==> src/rtl/tpu_host_ctrl.sv <==
// rtl/tpu_host_ctrl.sv - host sequencer: load A/B buffers, start TPU, drain C buffer to a stream
module tpu_host_ctrl (
    input  logic         clk,
    input  logic         rst_n,
    input  logic         cfg_valid,
    output logic         cfg_ready,
    input  logic [7:0]   cfg_K,
    input  logic [7:0]   cfg_M,
    input  logic [7:0]   cfg_N,
    input  logic         ld_valid,
    output logic         ld_ready,
    input  logic [31:0]  ld_data,
    output logic         A_wr_en,
    output logic         B_wr_en,
    output logic [15:0]  A_index,
    output logic [15:0]  B_index,
    output logic [31:0]  A_data_in,
    output logic [31:0]  B_data_in,
    output logic [15:0]  C_index,
    input  logic [127:0] C_data_out,
    output logic         buf_owner,
    output logic         tpu_in_valid,
    output logic [7:0]   tpu_K,
    output logic [7:0]   tpu_M,
    output logic [7:0]   tpu_N,
    input  logic         tpu_busy,
    output logic         out_valid,
    input  logic         out_ready,
    output logic [127:0] out_data,
    output logic         out_last,
    output logic         busy,
    output logic         done
);

    typedef enum logic [3:0] {
        S_IDLE, S_LOAD_A, S_LOAD_B, S_START, S_WAIT_HI,
        S_WAIT_LO, S_RD_ISSUE, S_RD_CAP, S_DONE
    } state_t;

    state_t       r_state, w_next;
    logic [15:0]  r_idx, r_na, r_nb, r_nc;
    logic [7:0]   r_k, r_m, r_n;
    logic [127:0] r_out_data;
    logic         r_cap_pend;
    logic         r_tpu_in_valid;
    logic [15:0]  w_m4, w_n4;
    logic         w_zero, w_a_last, w_b_last, w_c_last;

    assign w_m4     = ({8'd0, cfg_M} + 16'd3) >> 2;
    assign w_n4     = ({8'd0, cfg_N} + 16'd3) >> 2;
    assign w_zero   = (cfg_K == 8'd0) || (cfg_M == 8'd0) || (cfg_N == 8'd0);
    assign w_a_last = (r_idx == r_na - 16'd1);
    assign w_b_last = (r_idx == r_nb - 16'd1);
    assign w_c_last = (r_idx == r_nc - 16'd1);

    always_ff @(posedge clk or negedge rst_n) begin
        if (!rst_n) begin
            r_state <= S_IDLE;
        end else begin
            r_state <= w_next;
        end
    end

    always_comb begin
        w_next    = r_state;
        cfg_ready = 1'b0;
        ld_ready  = 1'b0;
        A_wr_en   = 1'b0;
        B_wr_en   = 1'b0;
        A_index   = 16'd0;
        B_index   = 16'd0;
        A_data_in = 32'd0;
        B_data_in = 32'd0;
        C_index   = 16'd0;
        buf_owner = 1'b0;
        out_valid = 1'b0;
        out_last  = 1'b0;
        done      = 1'b0;
        case (r_state)
            S_IDLE: begin
                cfg_ready = 1'b1;
                if (cfg_valid) begin
                    w_next = w_zero ? S_DONE : S_LOAD_A;
                end
            end
            S_LOAD_A: begin
                ld_ready  = 1'b1;
                A_wr_en   = ld_valid;
                A_index   = r_idx;
                A_data_in = ld_data;
                if (ld_valid && w_a_last) begin
                    w_next = S_LOAD_B;
                end
            end
            S_LOAD_B: begin
                ld_ready  = 1'b1;
                B_wr_en   = ld_valid;
                B_index   = r_idx;
                B_data_in = ld_data;
                if (ld_valid && w_b_last) begin
                    w_next = S_START;
                end
            end
            S_START: begin
                buf_owner = 1'b1;
                w_next    = S_WAIT_HI;
            end
            // a busy that lags the start pulse must not read as completion
            S_WAIT_HI: begin
                buf_owner = 1'b1;
                if (tpu_busy) begin
                    w_next = S_WAIT_LO;
                end
            end
            S_WAIT_LO: begin
                buf_owner = 1'b1;
                if (!tpu_busy) begin
                    w_next = S_RD_ISSUE;
                end
            end
            S_RD_ISSUE: begin
                C_index = r_idx;
                w_next  = S_RD_CAP;
            end
            S_RD_CAP: begin
                C_index   = r_idx;
                out_valid = 1'b1;
                out_last  = w_c_last;
                if (out_ready) begin
                    w_next = w_c_last ? S_DONE : S_RD_ISSUE;
                end
            end
            S_DONE: begin
                done   = 1'b1;
                w_next = S_IDLE;
            end
            default: w_next = S_IDLE;
        endcase
    end

    always_ff @(posedge clk or negedge rst_n) begin
        if (!rst_n) begin
            r_idx          <= 16'd0;
            r_na           <= 16'd0;
            r_nb           <= 16'd0;
            r_nc           <= 16'd0;
            r_k            <= 8'd0;
            r_m            <= 8'd0;
            r_n            <= 8'd0;
            r_out_data     <= 128'd0;
            r_cap_pend     <= 1'b0;
            r_tpu_in_valid <= 1'b0;
        end else begin
            r_tpu_in_valid <= (w_next == S_START);
            case (r_state)
                S_IDLE: begin
                    if (cfg_valid) begin
                        r_k   <= cfg_K;
                        r_m   <= cfg_M;
                        r_n   <= cfg_N;
                        r_na  <= w_m4 * {8'd0, cfg_K};
                        r_nb  <= w_n4 * {8'd0, cfg_K};
                        r_nc  <= {8'd0, cfg_M} * w_n4;
                        r_idx <= 16'd0;
                    end
                end
                S_LOAD_A: begin
                    if (ld_valid) begin
                        r_idx <= w_a_last ? 16'd0 : r_idx + 16'd1;
                    end
                end
                S_LOAD_B: begin
                    if (ld_valid) begin
                        r_idx <= w_b_last ? 16'd0 : r_idx + 16'd1;
                    end
                end
                S_WAIT_LO: r_idx <= 16'd0;
                S_RD_ISSUE: r_cap_pend <= 1'b1;
                S_RD_CAP: begin
                    // read data is live only in the first RD_CAP cycle; hold a copy for stalls
                    if (r_cap_pend) begin
                        r_out_data <= C_data_out;
                        r_cap_pend <= 1'b0;
                    end
                    if (out_ready && !w_c_last) begin
                        r_idx <= r_idx + 16'd1;
                    end
                end
                default: begin
                end
            endcase
        end
    end

    assign busy         = (r_state != S_IDLE);
    assign out_data     = r_cap_pend ? C_data_out : r_out_data;
    assign tpu_in_valid = r_tpu_in_valid;
    assign tpu_K        = r_k;
    assign tpu_M        = r_m;
    assign tpu_N        = r_n;

endmodule
==> config.mk <==
export PLATFORM = sky130hd
export DESIGN_NAME = tpu_host_ctrl
export DESIGN_NICKNAME = d
export VERILOG_FILES = /design/src/rtl/tpu_host_ctrl.sv
export SDC_FILE = /design/constraint.sdc
export NUM_CORES = 1
export LEC_CHECK = 0
export CAP_MARGIN = 20
export CORE_ASPECT_RATIO = 0.5
export CORE_UTILIZATION = 40
export CTS_BUF_LIST = sky130_fd_sc_hd__clkbuf_2 sky130_fd_sc_hd__clkbuf_4 sky130_fd_sc_hd__clkbuf_8
export CTS_CLUSTER_SIZE = 16
export DETAILED_ROUTE_END_ITERATION = 12
export GPL_ROUTABILITY_DRIVEN = 0
export PLACE_DENSITY = 0.76
export SYNTH_ARGS = -nofsm -noshare
export SYNTH_HDL_FRONTEND = slang
export SYNTH_SLANG_ARGS = --single-unit
==> constraint.sdc <==
create_clock -name clk -period 3.25 [get_ports clk]
set_input_delay 0.65 -clock clk [delete_from_list [all_inputs] [get_ports clk]]
set_output_delay 0.65 -clock clk [all_outputs]
set_load 0.005 [all_outputs]
==> flow_metrics.env <==
export IMPL_outcome="complete, but fails checks"
export IMPL_failed_checks="negative setup slack"
export IMPL_drt_wirelength_per_cell_um=18.8
export IMPL_syn_cell_area_mm2=0.0178
export IMPL_use_met2=0.423
export IMPL_rows=54
export IMPL_worstMarginPinSlew_ns=0.819
export IMPL_use_met3=0.0480
export IMPL_period_needed_ns=4.70
export IMPL_track_usage=0.244
export IMPL_insertion_delay_ns=0.57
export IMPL_syn_avg_cell_area_um2=10.2
export IMPL_seq_area_frac_synth=0.308
export IMPL_numPlacedInstances=2899
export IMPL_drc_errors=0
export IMPL_cts_root_buffer="clkbuf_8"
export IMPL_core_area_mm2=0.0437
export IMPL_busiest_layer="met2"
export IMPL_synth_top_area_frac=0.308
export IMPL_synth_edf_count=0
export IMPL_finalWirelength_mm=56.6
export IMPL_grt_antenna_before_repair=2
export IMPL_worst_slack_ns=-1.45
export IMPL_boundaryPins=464
export IMPL_synthArstFlopShare=1.00
export IMPL_timing_fmax_mhz=213
export IMPL_synthToLayoutAreaGrowth_pct=50.1
export IMPL_min_path_type="primary input to flip-flop"
export IMPL_die_x_um=300
export IMPL_vias=15475
export IMPL_fin_skew_ns=0.0282
export IMPL_worstPathRequired_ns=3.69
export IMPL_slew_violations=0
export IMPL_synthCells=1742
export IMPL_final_common_cell="clkdlybuf4s50_1"
export IMPL_cap_viol_max_count=0
export IMPL_nFillCells=3452
export IMPL_peakVddDrop_v=0.000546
export IMPL_syn_num_nets=2122
export IMPL_grt_pass1_wl_mm=86.3
export IMPL_critPathMaxStageDelay_ns=0.54
export IMPL_finalCritPeriodShare=1.45
export IMPL_clk_pin_slew_worst_paths_ns=0.06
export IMPL_p_per_area_mw_per_mm2=648
export IMPL_die_h_um=151
export IMPL_grt_overflow_total=0
export IMPL_final_cell_mix="clkdlybuf4s50_1 (441), mux2_2 (288), dfrtp_1 (215)"
export IMPL_grt_max_degree=103
export IMPL_cp_max_fo=3
export IMPL_hpwl_mm=42.9
export IMPL_hold_viol_final=0
export IMPL_dieArea_mm2=0.0454
export IMPL_cts_sinks=219
export IMPL_critical_path_top_delay_family="adder cells"
export IMPL_drt_initial_drc_count=923
export IMPL_yosysTopAreaCell="dfrtp_1"
export IMPL_cp_start_kind="primary input"
export IMPL_port_buffer_count=463
export IMPL_htree_levels=2
export IMPL_via_per_inst=5.15
export IMPL_rsz0062_at_grt="true"
export IMPL_yosys_top_cells_area="dfrtp_1 (31%), mux2_2 (18%), fa_1 (9.8%)"
export IMPL_grt_pass1_vias=15791
export IMPL_met1_usage=0.310
export IMPL_relSlewSlack=0.452
export IMPL_antenna_left=0
export IMPL_synth_seq_cells=219
export IMPL_p_leak_nw=12.1
export IMPL_synthFlopType="dfrtp_1"
export IMPL_end_kind="flip-flop"
export IMPL_fin_cells=3007
export IMPL_yosysWarnings=0
export IMPL_holdWs_ns=0.438
export IMPL_cts_tree="yes"
export IMPL_cp_arrival_ns=5.14
export IMPL_ctsLongestPathBuffers=3
export IMPL_crit_buf_inv=8
export IMPL_drive_above_1_share=0.330
export IMPL_ys_types=67
export IMPL_initial_core_util=0.407
export IMPL_critical_path_class="primary input to flip-flop"
export IMPL_path_cells="buf_8, nor2_4, nor2b_4, buf_6, buf_6, xnor2_4, buf_6, nor2_2, fa_1, inv_2, fa_1, inv_1, fa_1, inv_1, fa_1, inv_2, ha_4, a21o_1, a21o_1, a21o_1, a41oi_2, a21oi_2, xnor2_1, o21ai_1"
export IMPL_fin_nets=2777
export IMPL_first_pass_iters=5
export IMPL_cts_buffers=37
export IMPL_finalSetupViolCount=33
export IMPL_crit_top_cell="fa_1"
export IMPL_slowest_stage="fa_1"
[what timing repair did]
item | in CTS | in global routing
hold endpoints to repair | 36 | 0
hold buffers | 1 | 0
setup endpoints to repair | 101 | 151
cloned | 0 | 3
resized for setup | 141 | 115
pin swaps | 69 | 91
buffers inserted | 22 | 28
[layout make-up]
class	instances	area, µm²	area share
sequential	219	5490	0.205
inverter	93	354	0.0133
antenna	1	2.50	0.0000937
clock buffer	52	659	0.0247
clock inverter	8	75.1	0.00281
tap	588	736	0.0275
timing repair buffer	723	6880	0.257
multi-input combinational	1323	12500	0.469
[where the power goes]
part	total, W	switching [W]	internal (W)	leakage (nW)
Sequential	0.00406	0.000432	0.00363	2.77
Clock	0.00261	0.00122	0.00139	0.395
Combinational	0.0107	0.00441	0.00624	8.96
Total	0.0173	0.00606	0.0113	12.1
[worst reg2reg max path, cell delays in order, from the launching register on]
cell       delay [ns]
dfrtp_1          0.47
inv_1            0.09
ha_1             0.22
nor3b_4          0.32
nand2_1          0.14
xnor2_1          0.14
nor3_1           0.14
nand4_1          0.16
a2111oi_4        0.38
buf_4            0.22
o221a_4          0.27
buf_4            0.15
nor2_1           0.05
a211o_1          0.26
[kinds of logic after synthesis]
logic type	Yosys count	synth area share
simple gates	569	0.176
mux	294	0.186
flops	219	0.308
buf+inv	200	0.0452
fa+ha+maj	190	0.170
compound gates	163	0.0624
xor+xnor	107	0.0527
[state kept, by name (all words and copies together), names as in the netlist]
signal and count:
tpu_N 8, r_out_data 128, r_state 4, r_nc 15
tpu_M 8, tpu_K 8, r_cap_pend 1, r_na 15
r_nb 15, r_idx 16, tpu_in_valid 1
[cells in the mapped netlist, types with 5 or more instances]
master and instances:
a22o_1 7, clkbuf_1 89, nor4_1 22, or3_1 7
nand3_1 23, inv_1 92, a21o_1 18, a41oi_1 5
xor2_1 44, nand2_1 132, mux2_2 288, nand2b_1 6
o21ai_0 48, nand4_1 9, ha_1 103, and2_1 170
buf_2 6, fa_1 87, nor3_1 33, a211o_1 8
a21oi_1 32, xnor2_1 63, or2_2 6, dfrtp_1 219
o21bai_1 12, nor2_1 56, and3_1 6, nor2b_1 75
mux2i_1 6
[routing by layer]
metal / share of wire / wire [µm] / vias to the layer above
met2: 0.49 / 27900 / 381
met3: 0.053 / 2990 / 118
met5: 0.00023 / 13 / -
met4: 0.027 / 1520 / 2
li1: - / - / 7232
met1: 0.43 / 24100 / 7742
[path summary, 6_finish.rpt]
path | slack [ns] | cells past startpoint | from | endpoint
min in group asynchronous | 0.61 | 2 | rst_n | tpu_N[7]
setup reg to reg | 0.13 | 13 | r_na[0] | r_idx[11]
setup / recovery | -1.45 | 24 | cfg_N[1] | r_nc[14]
hold / removal | 0.44 | 3 | cfg_N[1] | tpu_N[1]
max in group asynchronous | 1.75 | 3 | rst_n | r_out_data[42]
hold reg to reg | 0.49 | 2 | tpu_M[5] | tpu_M[5]
[stage by stage]
stage	power [W]	TNS, ns	setup slack [ns]	cell area [µm²]	utilization
final	0.0173	-31.70	-1.45	26700	0.611
after CTS	0.0169	-30.59	-1.39	26100	0.596
after detailed placement	0.0138	-68.35	-2.49	24800	0.568
after global placement	0.0136	-65.74	-2.39	24800	0.568
after floorplan	0.00967	-41.58	-1.87	18200	-
after global routing	0.0185	-36.61	-1.58	26700	0.611
Note: power is estimated with default switching activity, not from simulation.
